[src/rtl/icb_pkg.sv]
// Shared ICB definitions for the two-master arbiter: field widths, the
// master id type and the fixed master numbering.
package icb_pkg;

    localparam int ICB_AW = 32;
    localparam int ICB_DW = 32;
    localparam int ICB_MW = ICB_DW / 8;

    // One bit is enough to name either of the two masters.
    typedef logic mid_t;

    localparam mid_t M_CPU  = 1'b0;
    localparam mid_t M_CONV = 1'b1;

    // The opposite master, used when round-robin hands contention to
    // whoever lost the previous handshake.
    function automatic mid_t other_mid(input mid_t id);
        return ~id;
    endfunction

endpackage

[src/rtl/icb_arb2_if.sv]
// ICB port bundle: command channel (valid/ready/addr/read/wdata/wmask) and
// response channel (valid/ready/rdata). The master modport issues commands,
// the slave modport accepts them.
interface icb_if
    import icb_pkg::*;
#(
    parameter int AW = ICB_AW,
    parameter int DW = ICB_DW
);
    logic              icb_cmd_valid;
    logic              icb_cmd_ready;
    logic [AW-1:0]     icb_cmd_addr;
    logic              icb_cmd_read;
    logic [DW-1:0]     icb_cmd_wdata;
    logic [DW/8-1:0]   icb_cmd_wmask;
    logic              icb_rsp_valid;
    logic              icb_rsp_ready;
    logic [DW-1:0]     icb_rsp_rdata;

    modport master (
        output icb_cmd_valid, icb_cmd_addr, icb_cmd_read, icb_cmd_wdata,
               icb_cmd_wmask, icb_rsp_ready,
        input  icb_cmd_ready, icb_rsp_valid, icb_rsp_rdata
    );

    modport slave (
        input  icb_cmd_valid, icb_cmd_addr, icb_cmd_read, icb_cmd_wdata,
               icb_cmd_wmask, icb_rsp_ready,
        output icb_cmd_ready, icb_rsp_valid, icb_rsp_rdata
    );

endinterface

[src/rtl/icb_ord_fifo.sv]
// Small synchronous FIFO recording the issue order of outstanding commands.
// The head is read combinationally so the response path has no latency.
// Pushes while full and pops while empty are ignored.
module icb_ord_fifo #(
    parameter int WIDTH = 1,
    parameter int DEPTH = 4
) (
    input  logic                     clk,
    input  logic                     rst,
    input  logic                     i_push,
    input  logic                     i_pop,
    input  logic [WIDTH-1:0]         i_din,
    output logic [WIDTH-1:0]         o_dout,
    output logic                     o_full,
    output logic                     o_empty,
    output logic [$clog2(DEPTH):0]   o_count
);
    localparam int PW = $clog2(DEPTH);
    localparam logic [PW-1:0] PTR_ONE  = PW'(1);
    localparam logic [PW:0]   CNT_ONE  = (PW+1)'(1);
    localparam logic [PW:0]   CNT_FULL = (PW+1)'(DEPTH);

    logic [WIDTH-1:0] r_mem [DEPTH];
    logic [PW-1:0]    r_wptr;
    logic [PW-1:0]    r_rptr;
    logic [PW:0]      r_count;

    logic w_push;
    logic w_pop;

    assign o_full  = (r_count == CNT_FULL);
    assign o_empty = (r_count == '0);
    assign o_count = r_count;
    assign o_dout  = r_mem[r_rptr];

    assign w_push = i_push & ~o_full;
    assign w_pop  = i_pop & ~o_empty;

    // Storage write; contents need no reset because count gates every read.
    always_ff @(posedge clk) begin
        if (w_push) begin
            r_mem[r_wptr] <= i_din;
        end
    end

    // Pointers wrap naturally; count tracks occupancy including simultaneous push/pop.
    always_ff @(posedge clk) begin
        if (rst) begin
            r_wptr  <= '0;
            r_rptr  <= '0;
            r_count <= '0;
        end else begin
            if (w_push) begin
                r_wptr <= r_wptr + PTR_ONE;
            end
            if (w_pop) begin
                r_rptr <= r_rptr + PTR_ONE;
            end
            case ({w_push, w_pop})
                2'b10:   r_count <= r_count + CNT_ONE;
                2'b01:   r_count <= r_count - CNT_ONE;
                default: r_count <= r_count;
            endcase
        end
    end

endmodule

[src/rtl/icb_arb2.sv]
// Two-master ICB arbiter: m0 (CPU) and m1 (conv engine) share one ICB slave.
// Commands pass through combinationally; an order FIFO remembers which
// master owns each outstanding command so in-order responses are routed back.
// Build option: define ICB_ARB2_RR_EN for round-robin contention handling;
// otherwise m0 has fixed priority.
module icb_arb2
    import icb_pkg::*;
#(
    parameter int OUTS_DEPTH = 4,
    parameter int AW         = 32,
    parameter int DW         = 32
) (
    input  logic     clk,
    input  logic     rst,
    icb_if.slave     m0,
    icb_if.slave     m1,
    icb_if.master    s,
    output logic     err
);
    localparam int CW = $clog2(OUTS_DEPTH);
    localparam logic [CW:0] MAX_CNT = (CW+1)'(OUTS_DEPTH);

    logic            r_hold_vld;
    mid_t            r_hold_id;
    logic            r_err;
`ifdef ICB_ARB2_RR_EN
    mid_t            r_rr_last;
`endif

    logic [1:0]      w_req;
    logic [1:0]      w_cmd_ready;
    logic [1:0]      w_rsp_valid;
    logic [1:0]      w_rsp_ready_in;
    mid_t            w_grant;
    mid_t            w_head;
    logic            w_fifo_full;
    logic            w_fifo_empty;
    logic [CW:0]     w_fifo_count;
    logic            w_cmd_hs;
    logic            w_rsp_hs;
    logic            w_rsp_drop;

    assign w_req          = {m1.icb_cmd_valid, m0.icb_cmd_valid};
    assign w_rsp_ready_in = {m1.icb_rsp_ready, m0.icb_rsp_ready};

    // Grant selection: a presented-but-unaccepted command keeps its grant,
    // otherwise contention is resolved by priority or round-robin.
    always_comb begin
        w_grant = M_CPU;
        if (r_hold_vld) begin
            w_grant = r_hold_id;
        end else if (w_req == 2'b11) begin
`ifdef ICB_ARB2_RR_EN
            w_grant = other_mid(r_rr_last);
`else
            w_grant = M_CPU;
`endif
        end else if (w_req[1]) begin
            w_grant = M_CONV;
        end
    end

    // Command path: granted master straight to the slave, masked while full.
    assign s.icb_cmd_valid = w_req[w_grant] & ~w_fifo_full;
    assign s.icb_cmd_addr  = (w_grant == M_CONV) ? m1.icb_cmd_addr  : m0.icb_cmd_addr;
    assign s.icb_cmd_read  = (w_grant == M_CONV) ? m1.icb_cmd_read  : m0.icb_cmd_read;
    assign s.icb_cmd_wdata = (w_grant == M_CONV) ? m1.icb_cmd_wdata : m0.icb_cmd_wdata;
    assign s.icb_cmd_wmask = (w_grant == M_CONV) ? m1.icb_cmd_wmask : m0.icb_cmd_wmask;

    assign w_cmd_hs   = s.icb_cmd_valid & s.icb_cmd_ready;
    assign w_rsp_hs   = s.icb_rsp_valid & s.icb_rsp_ready & ~w_fifo_empty;
    assign w_rsp_drop = s.icb_rsp_valid & w_fifo_empty;

    // Per-master ready and response-valid: only the granted master sees
    // cmd_ready, only the FIFO-head owner sees rsp_valid.
    generate
        for (genvar gi = 0; gi < 2; gi++) begin : g_master
            assign w_cmd_ready[gi] = (w_grant == mid_t'(gi)) & s.icb_cmd_ready & ~w_fifo_full;
            assign w_rsp_valid[gi] = s.icb_rsp_valid & ~w_fifo_empty & (w_head == mid_t'(gi));
        end
    endgenerate

    assign m0.icb_cmd_ready = w_cmd_ready[0];
    assign m1.icb_cmd_ready = w_cmd_ready[1];
    assign m0.icb_rsp_valid = w_rsp_valid[0];
    assign m1.icb_rsp_valid = w_rsp_valid[1];
    assign m0.icb_rsp_rdata = s.icb_rsp_rdata;
    assign m1.icb_rsp_rdata = s.icb_rsp_rdata;

    // An orphan response (nothing outstanding) is swallowed so the slave
    // cannot stall; ready only rises while such a response is offered.
    assign s.icb_rsp_ready = w_fifo_empty ? s.icb_rsp_valid : w_rsp_ready_in[w_head];

    icb_ord_fifo #(
        .WIDTH (1),
        .DEPTH (OUTS_DEPTH)
    ) u_ord_fifo (
        .clk     (clk),
        .rst     (rst),
        .i_push  (w_cmd_hs),
        .i_pop   (w_rsp_hs),
        .i_din   (w_grant),
        .o_dout  (w_head),
        .o_full  (w_fifo_full),
        .o_empty (w_fifo_empty),
        .o_count (w_fifo_count)
    );

    // Grant hold and sticky error flag.
    always_ff @(posedge clk) begin
        if (rst) begin
            r_hold_vld <= 1'b0;
            r_hold_id  <= M_CPU;
            r_err      <= 1'b0;
        end else begin
            r_hold_vld <= s.icb_cmd_valid & ~s.icb_cmd_ready;
            r_hold_id  <= w_grant;
            if (w_rsp_drop) begin
                r_err <= 1'b1;
            end
        end
    end

`ifdef ICB_ARB2_RR_EN
    // Remember the last master to win a handshake; reset value makes m0 win first.
    always_ff @(posedge clk) begin
        if (rst) begin
            r_rr_last <= M_CONV;
        end else if (w_cmd_hs) begin
            r_rr_last <= w_grant;
        end
    end
`endif

    assign err = r_err;

    // Occupancy can never exceed the configured depth.
    a_count_range: assert property (@(posedge clk) disable iff (rst) (w_fifo_count <= MAX_CNT));

endmodule

[src/flat_wrapper.sv]
// flat-port wrapper written by rule: the top's interface ports become plain ports
module icb_arb2_flat import icb_pkg::*;
#(
    parameter int OUTS_DEPTH = 4,
    parameter int AW         = 32,
    parameter int DW         = 32
)
  (clk, rst, err, m0_icb_cmd_valid, m0_icb_cmd_addr, m0_icb_cmd_read, m0_icb_cmd_wdata, m0_icb_cmd_wmask, m0_icb_rsp_ready, m0_icb_cmd_ready, m0_icb_rsp_valid, m0_icb_rsp_rdata, m1_icb_cmd_valid, m1_icb_cmd_addr, m1_icb_cmd_read, m1_icb_cmd_wdata, m1_icb_cmd_wmask, m1_icb_rsp_ready, m1_icb_cmd_ready, m1_icb_rsp_valid, m1_icb_rsp_rdata, s_icb_cmd_valid, s_icb_cmd_addr, s_icb_cmd_read, s_icb_cmd_wdata, s_icb_cmd_wmask, s_icb_rsp_ready, s_icb_cmd_ready, s_icb_rsp_valid, s_icb_rsp_rdata);
  icb_if #(.AW(AW), .DW(DW)) m0_i ();
  icb_if #(.AW(AW), .DW(DW)) m1_i ();
  icb_if #(.AW(AW), .DW(DW)) s_i ();
  input  logic clk;
  input  logic rst;
  output logic err;
  input wire logic [$bits(m0_i.icb_cmd_valid)-1:0] m0_icb_cmd_valid;
  input wire logic [$bits(m0_i.icb_cmd_addr)-1:0] m0_icb_cmd_addr;
  input wire logic [$bits(m0_i.icb_cmd_read)-1:0] m0_icb_cmd_read;
  input wire logic [$bits(m0_i.icb_cmd_wdata)-1:0] m0_icb_cmd_wdata;
  input wire logic [$bits(m0_i.icb_cmd_wmask)-1:0] m0_icb_cmd_wmask;
  input wire logic [$bits(m0_i.icb_rsp_ready)-1:0] m0_icb_rsp_ready;
  output wire logic [$bits(m0_i.icb_cmd_ready)-1:0] m0_icb_cmd_ready;
  output wire logic [$bits(m0_i.icb_rsp_valid)-1:0] m0_icb_rsp_valid;
  output wire logic [$bits(m0_i.icb_rsp_rdata)-1:0] m0_icb_rsp_rdata;
  input wire logic [$bits(m1_i.icb_cmd_valid)-1:0] m1_icb_cmd_valid;
  input wire logic [$bits(m1_i.icb_cmd_addr)-1:0] m1_icb_cmd_addr;
  input wire logic [$bits(m1_i.icb_cmd_read)-1:0] m1_icb_cmd_read;
  input wire logic [$bits(m1_i.icb_cmd_wdata)-1:0] m1_icb_cmd_wdata;
  input wire logic [$bits(m1_i.icb_cmd_wmask)-1:0] m1_icb_cmd_wmask;
  input wire logic [$bits(m1_i.icb_rsp_ready)-1:0] m1_icb_rsp_ready;
  output wire logic [$bits(m1_i.icb_cmd_ready)-1:0] m1_icb_cmd_ready;
  output wire logic [$bits(m1_i.icb_rsp_valid)-1:0] m1_icb_rsp_valid;
  output wire logic [$bits(m1_i.icb_rsp_rdata)-1:0] m1_icb_rsp_rdata;
  output wire logic [$bits(s_i.icb_cmd_valid)-1:0] s_icb_cmd_valid;
  output wire logic [$bits(s_i.icb_cmd_addr)-1:0] s_icb_cmd_addr;
  output wire logic [$bits(s_i.icb_cmd_read)-1:0] s_icb_cmd_read;
  output wire logic [$bits(s_i.icb_cmd_wdata)-1:0] s_icb_cmd_wdata;
  output wire logic [$bits(s_i.icb_cmd_wmask)-1:0] s_icb_cmd_wmask;
  output wire logic [$bits(s_i.icb_rsp_ready)-1:0] s_icb_rsp_ready;
  input wire logic [$bits(s_i.icb_cmd_ready)-1:0] s_icb_cmd_ready;
  input wire logic [$bits(s_i.icb_rsp_valid)-1:0] s_icb_rsp_valid;
  input wire logic [$bits(s_i.icb_rsp_rdata)-1:0] s_icb_rsp_rdata;
  assign m0_i.icb_cmd_valid = m0_icb_cmd_valid;
  assign m0_i.icb_cmd_addr = m0_icb_cmd_addr;
  assign m0_i.icb_cmd_read = m0_icb_cmd_read;
  assign m0_i.icb_cmd_wdata = m0_icb_cmd_wdata;
  assign m0_i.icb_cmd_wmask = m0_icb_cmd_wmask;
  assign m0_i.icb_rsp_ready = m0_icb_rsp_ready;
  assign m0_icb_cmd_ready = m0_i.icb_cmd_ready;
  assign m0_icb_rsp_valid = m0_i.icb_rsp_valid;
  assign m0_icb_rsp_rdata = m0_i.icb_rsp_rdata;
  assign m1_i.icb_cmd_valid = m1_icb_cmd_valid;
  assign m1_i.icb_cmd_addr = m1_icb_cmd_addr;
  assign m1_i.icb_cmd_read = m1_icb_cmd_read;
  assign m1_i.icb_cmd_wdata = m1_icb_cmd_wdata;
  assign m1_i.icb_cmd_wmask = m1_icb_cmd_wmask;
  assign m1_i.icb_rsp_ready = m1_icb_rsp_ready;
  assign m1_icb_cmd_ready = m1_i.icb_cmd_ready;
  assign m1_icb_rsp_valid = m1_i.icb_rsp_valid;
  assign m1_icb_rsp_rdata = m1_i.icb_rsp_rdata;
  assign s_icb_cmd_valid = s_i.icb_cmd_valid;
  assign s_icb_cmd_addr = s_i.icb_cmd_addr;
  assign s_icb_cmd_read = s_i.icb_cmd_read;
  assign s_icb_cmd_wdata = s_i.icb_cmd_wdata;
  assign s_icb_cmd_wmask = s_i.icb_cmd_wmask;
  assign s_icb_rsp_ready = s_i.icb_rsp_ready;
  assign s_i.icb_cmd_ready = s_icb_cmd_ready;
  assign s_i.icb_rsp_valid = s_icb_rsp_valid;
  assign s_i.icb_rsp_rdata = s_icb_rsp_rdata;
  icb_arb2 #(.OUTS_DEPTH(OUTS_DEPTH), .AW(AW), .DW(DW)) u_core (.clk(clk), .rst(rst), .m0(m0_i), .m1(m1_i), .s(s_i), .err(err));
endmodule
[config.mk]
export PLATFORM = sky130hd
export DESIGN_NAME = icb_arb2_flat
export DESIGN_NICKNAME = d
export VERILOG_FILES = /design/src/rtl/icb_pkg.sv /design/src/rtl/icb_arb2_if.sv /design/src/rtl/icb_ord_fifo.sv /design/src/rtl/icb_arb2.sv /design/src/flat_wrapper.sv
export SDC_FILE = /design/constraint.sdc
export NUM_CORES = 1
export LEC_CHECK = 0
export CAP_MARGIN = 30
export CORE_AREA = 2 2 124 126
export CTS_BUF_LIST = sky130_fd_sc_hd__clkbuf_4
export CTS_CLUSTER_SIZE = 16
export DETAILED_ROUTE_END_ITERATION = 12
export DIE_AREA = 0 0 126 128
export SLEW_MARGIN = 20
export SYNTH_ARGS = -nofsm -noshare
export SYNTH_HDL_FRONTEND = slang
export SYNTH_SLANG_ARGS = --single-unit
export TNS_END_PERCENT = 1
[constraint.sdc]
create_clock -name clk -period 2.5 [get_ports clk]
set_input_delay 0.5 -clock clk [delete_from_list [all_inputs] [get_ports clk]]
set_output_delay 0.5 -clock clk [all_outputs]
set_load 0.01 [all_outputs]
==> results_dict.tcl <==
set metrics [dict create \
    peakVddDrop_mv 0.1443 \
    finalCritPeriodShare 0.9680 \
    dp_hpwl_mm 9.585 \
    max_freq_ghz 0.4132 \
    initial_core_util 0.1428 \
    vias 2329 \
    cts_buffers 3 \
    cts.sinks 16 \
    cts_max_path_buffers 2 \
    synth_cell_types 36 \
    path_clk_slew_ns 0.09 \
    seq_area_frac_synth 0.1698 \
    hold_viol_final 0 \
    grt_overflow 0 \
    tritoncts "done" \
    outcome "complete, no violations" \
    finalMaxSlewViolations 0 \
    syn_to_final_growth_pct 117.3 \
    dr.pass1.iters 3 \
    dp_cells 591 \
    first_iter_violations 52 \
    dieArea_mm2 0.01613 \
    final_core_util 0.3102 \
    io_buffer_count 221 \
    synthCells 226 \
    synth_edf_count 4 \
    ios 318 \
    rsz0062_at_grt "true" \
    cts_root_buf "clkbuf_4" \
    antenna_found_initial 1 \
    relSlewSlack 0.6941 \
    synth_area_per_cell_um2 9.390 \
    cp-end-kind "flop" \
    postPlaceCellArea_mm2 0.004293 \
    track_usage 0.1312 \
    gp_congestion 0.8224 \
    period_needed_ns 2.420 \
    synth-async-reset-ratio 0 \
    drc 0 \
    worstPathArrival_ns 2.64 \
    hold_ws_ns 0.5092 \
    yosysWarnings 0 \
    worst_slew_pin_slew_ns 0.4553 \
    insertion_delay_ns 0.28 \
    worstPathMaxFanout 4 \
    stdcell_count 606 \
    r2r_slack_ns 0.08 \
    stdcell_area_mm2 0.004611 \
    p_leak_nw 2.053 \
    nNetsFinal 602 \
    drv_cap 0 \
    fin_skew_ns 0.004799 \
    cp.required_ns 2.72 \
    antenna_left 0 \
    syn_nets 410 \
    finalSetupViolations 0 \
    rows 45 \
    path_class "flop to flop" \
    grt_pass1_wl_mm 16.19 \
    grt_pass1_vias 2678 \
    hold_path_class "flop to flop" \
    drive_above_1_share 0.3765 \
    start_kind "flop" \
    viasPerCell 3.843 \
    grt_max_degree 10 \
    ys_ff_latch 16 \
    wirelength_mm 11.13 \
    die_w_um 126 \
    h-tree-depth 1 \
    synthesis.area_mm2 0.002122 \
    die_h_um 128 \
    fin_tns_setup_ns 0 \
    power_density_mw_per_mm2 306.2 \
    core_mm2 0.01486 \
    wire_per_inst_um 18.37 \
    synth_ff_type "dfxtp_1" \
]
[final cells by class]
cell class / instances / area (µm²)
Multi-Input combinational cell: 131 / 1393
Inverter: 7 / 26.28
Tap cell: 188 / 235.2
Antenna cell: 1 / 2.502
Fill cell: 1575 / 10250
Sequential cell: 16 / 360.3
Timing Repair Buffer: 259 / 2567
Clock buffer: 3 / 22.52
Clock inverter: 1 / 3.754
[cells in the final DEF, fill, tap and decap left out, types with 2 or more instances in the layout]
master and instances:
a21oi_1 7, nand2_1 2, buf_8 3, ha_1 5
nor2_1 13, xor2_1 2, clkdlybuf4s15_1 3, dfxtp_1 12
clkbuf_4 3, clkdlybuf4s15_2 10, buf_2 31, o311ai_0 2
nand4_1 2, buf_16 4, dlygate4sd2_1 2, nor3_1 2
and2_1 4, nand2b_1 3, mux2_1 27, o31ai_1 2
mux2_4 42, buf_6 32, dlymetal6s2s_1 4, edfxtp_1 4
buf_4 20, clkdlybuf4s50_1 145, buf_12 4, inv_1 6
[routing by layer]
layer | GRT usage | wire, µm | vias up
met1 | 0.1338 | 3875 | 1068
li1 | - | - | 1105
met2 | 0.2407 | 5776 | 140
met4 | 0.04719 | 312 | 0
met3 | 0.05426 | 1168 | 16
met5 | 0 | 0 | -
[worst max-delay path, cell delays in order (launching register included)]
cell and delay, ns:
dfxtp_1 0.34, mux4_2 0.56, mux2i_2 0.23, ha_1 0.20, inv_1 0.06, fa_1 0.37
xor2_1 0.16, or3_1 0.31, a21oi_1 0.14
[repair_timing]
action | 4_1_cts | 5_1_grt
gates resized for setup | 354 | 6
hold buffers | 0 | 0
hold endpoints to repair | 0 | 0
pin swaps | 1 | 0
endpoints found under the setup margin | 73 | 17
buffers inserted | 7 | 0
gates cloned | 4 | 0
[worst paths after layout]
check	start	end	cells after the start
setup reg to reg	flop	u_core.u_ord_fifo.o_count[2]$_SDFFE_PP0P_	8
hold reg to reg	u_core.err$_SDFFE_PP0P_	u_core.err$_SDFFE_PP0P_	2
setup / recovery	flop	u_core.u_ord_fifo.o_count[2]$_SDFFE_PP0P_	8
hold / removal	u_core.err$_SDFFE_PP0P_	u_core.err$_SDFFE_PP0P_	2
[synthesized netlist by cell type (2+ instances only)]
cell type / instances / share of area
a21oi_1: 7 / 0.017
and2_1: 4 / 0.012
buf_2: 7 / 0.017
buf_4: 64 / 0.23
dfxtp_1: 12 / 0.11
edfxtp_1: 4 / 0.057
ha_1: 5 / 0.029
inv_1: 6 / 0.011
mux2_1: 69 / 0.37
nand2_1: 2 / 0.0035
nand2b_1: 3 / 0.0088
nand4_1: 2 / 0.0059
nor2_1: 13 / 0.023
nor3_1: 2 / 0.0047
nor3b_1: 2 / 0.0071
o311ai_0: 2 / 0.0083
o31ai_1: 2 / 0.0071
xor2_1: 2 / 0.0083
[report_power, final]
group | total (mW) | internal (mW) | switching [mW]
combinational | 0.951 | 0.606 | 0.345
sequential | 0.325 | 0.294 | 0.0307
clock | 0.136 | 0.0578 | 0.0778
total | 1.41 | 0.958 | 0.454
[metrics by stage]
step | power [mW] | setup slack, ns
floorplan | 0.7355 | 0.09825
global placement | 1.196 | -0.5141
detailed placement | 1.206 | -0.5507
CTS | 1.433 | 0.006565
global route | 1.500 | -0.05992
finish | 1.412 | 0.08002
[kinds of logic after synthesis]
group / after synthesis / share of synthesized area
compound gates: 19 / 0.06014
xor+xnor: 3 / 0.01238
fa+ha+maj: 6 / 0.03892
buf+inv: 79 / 0.2571
flops: 16 / 0.1698
mux: 72 / 0.3880
simple gates: 31 / 0.07371
No activity file was read; power rests on OpenSTA's default activity.
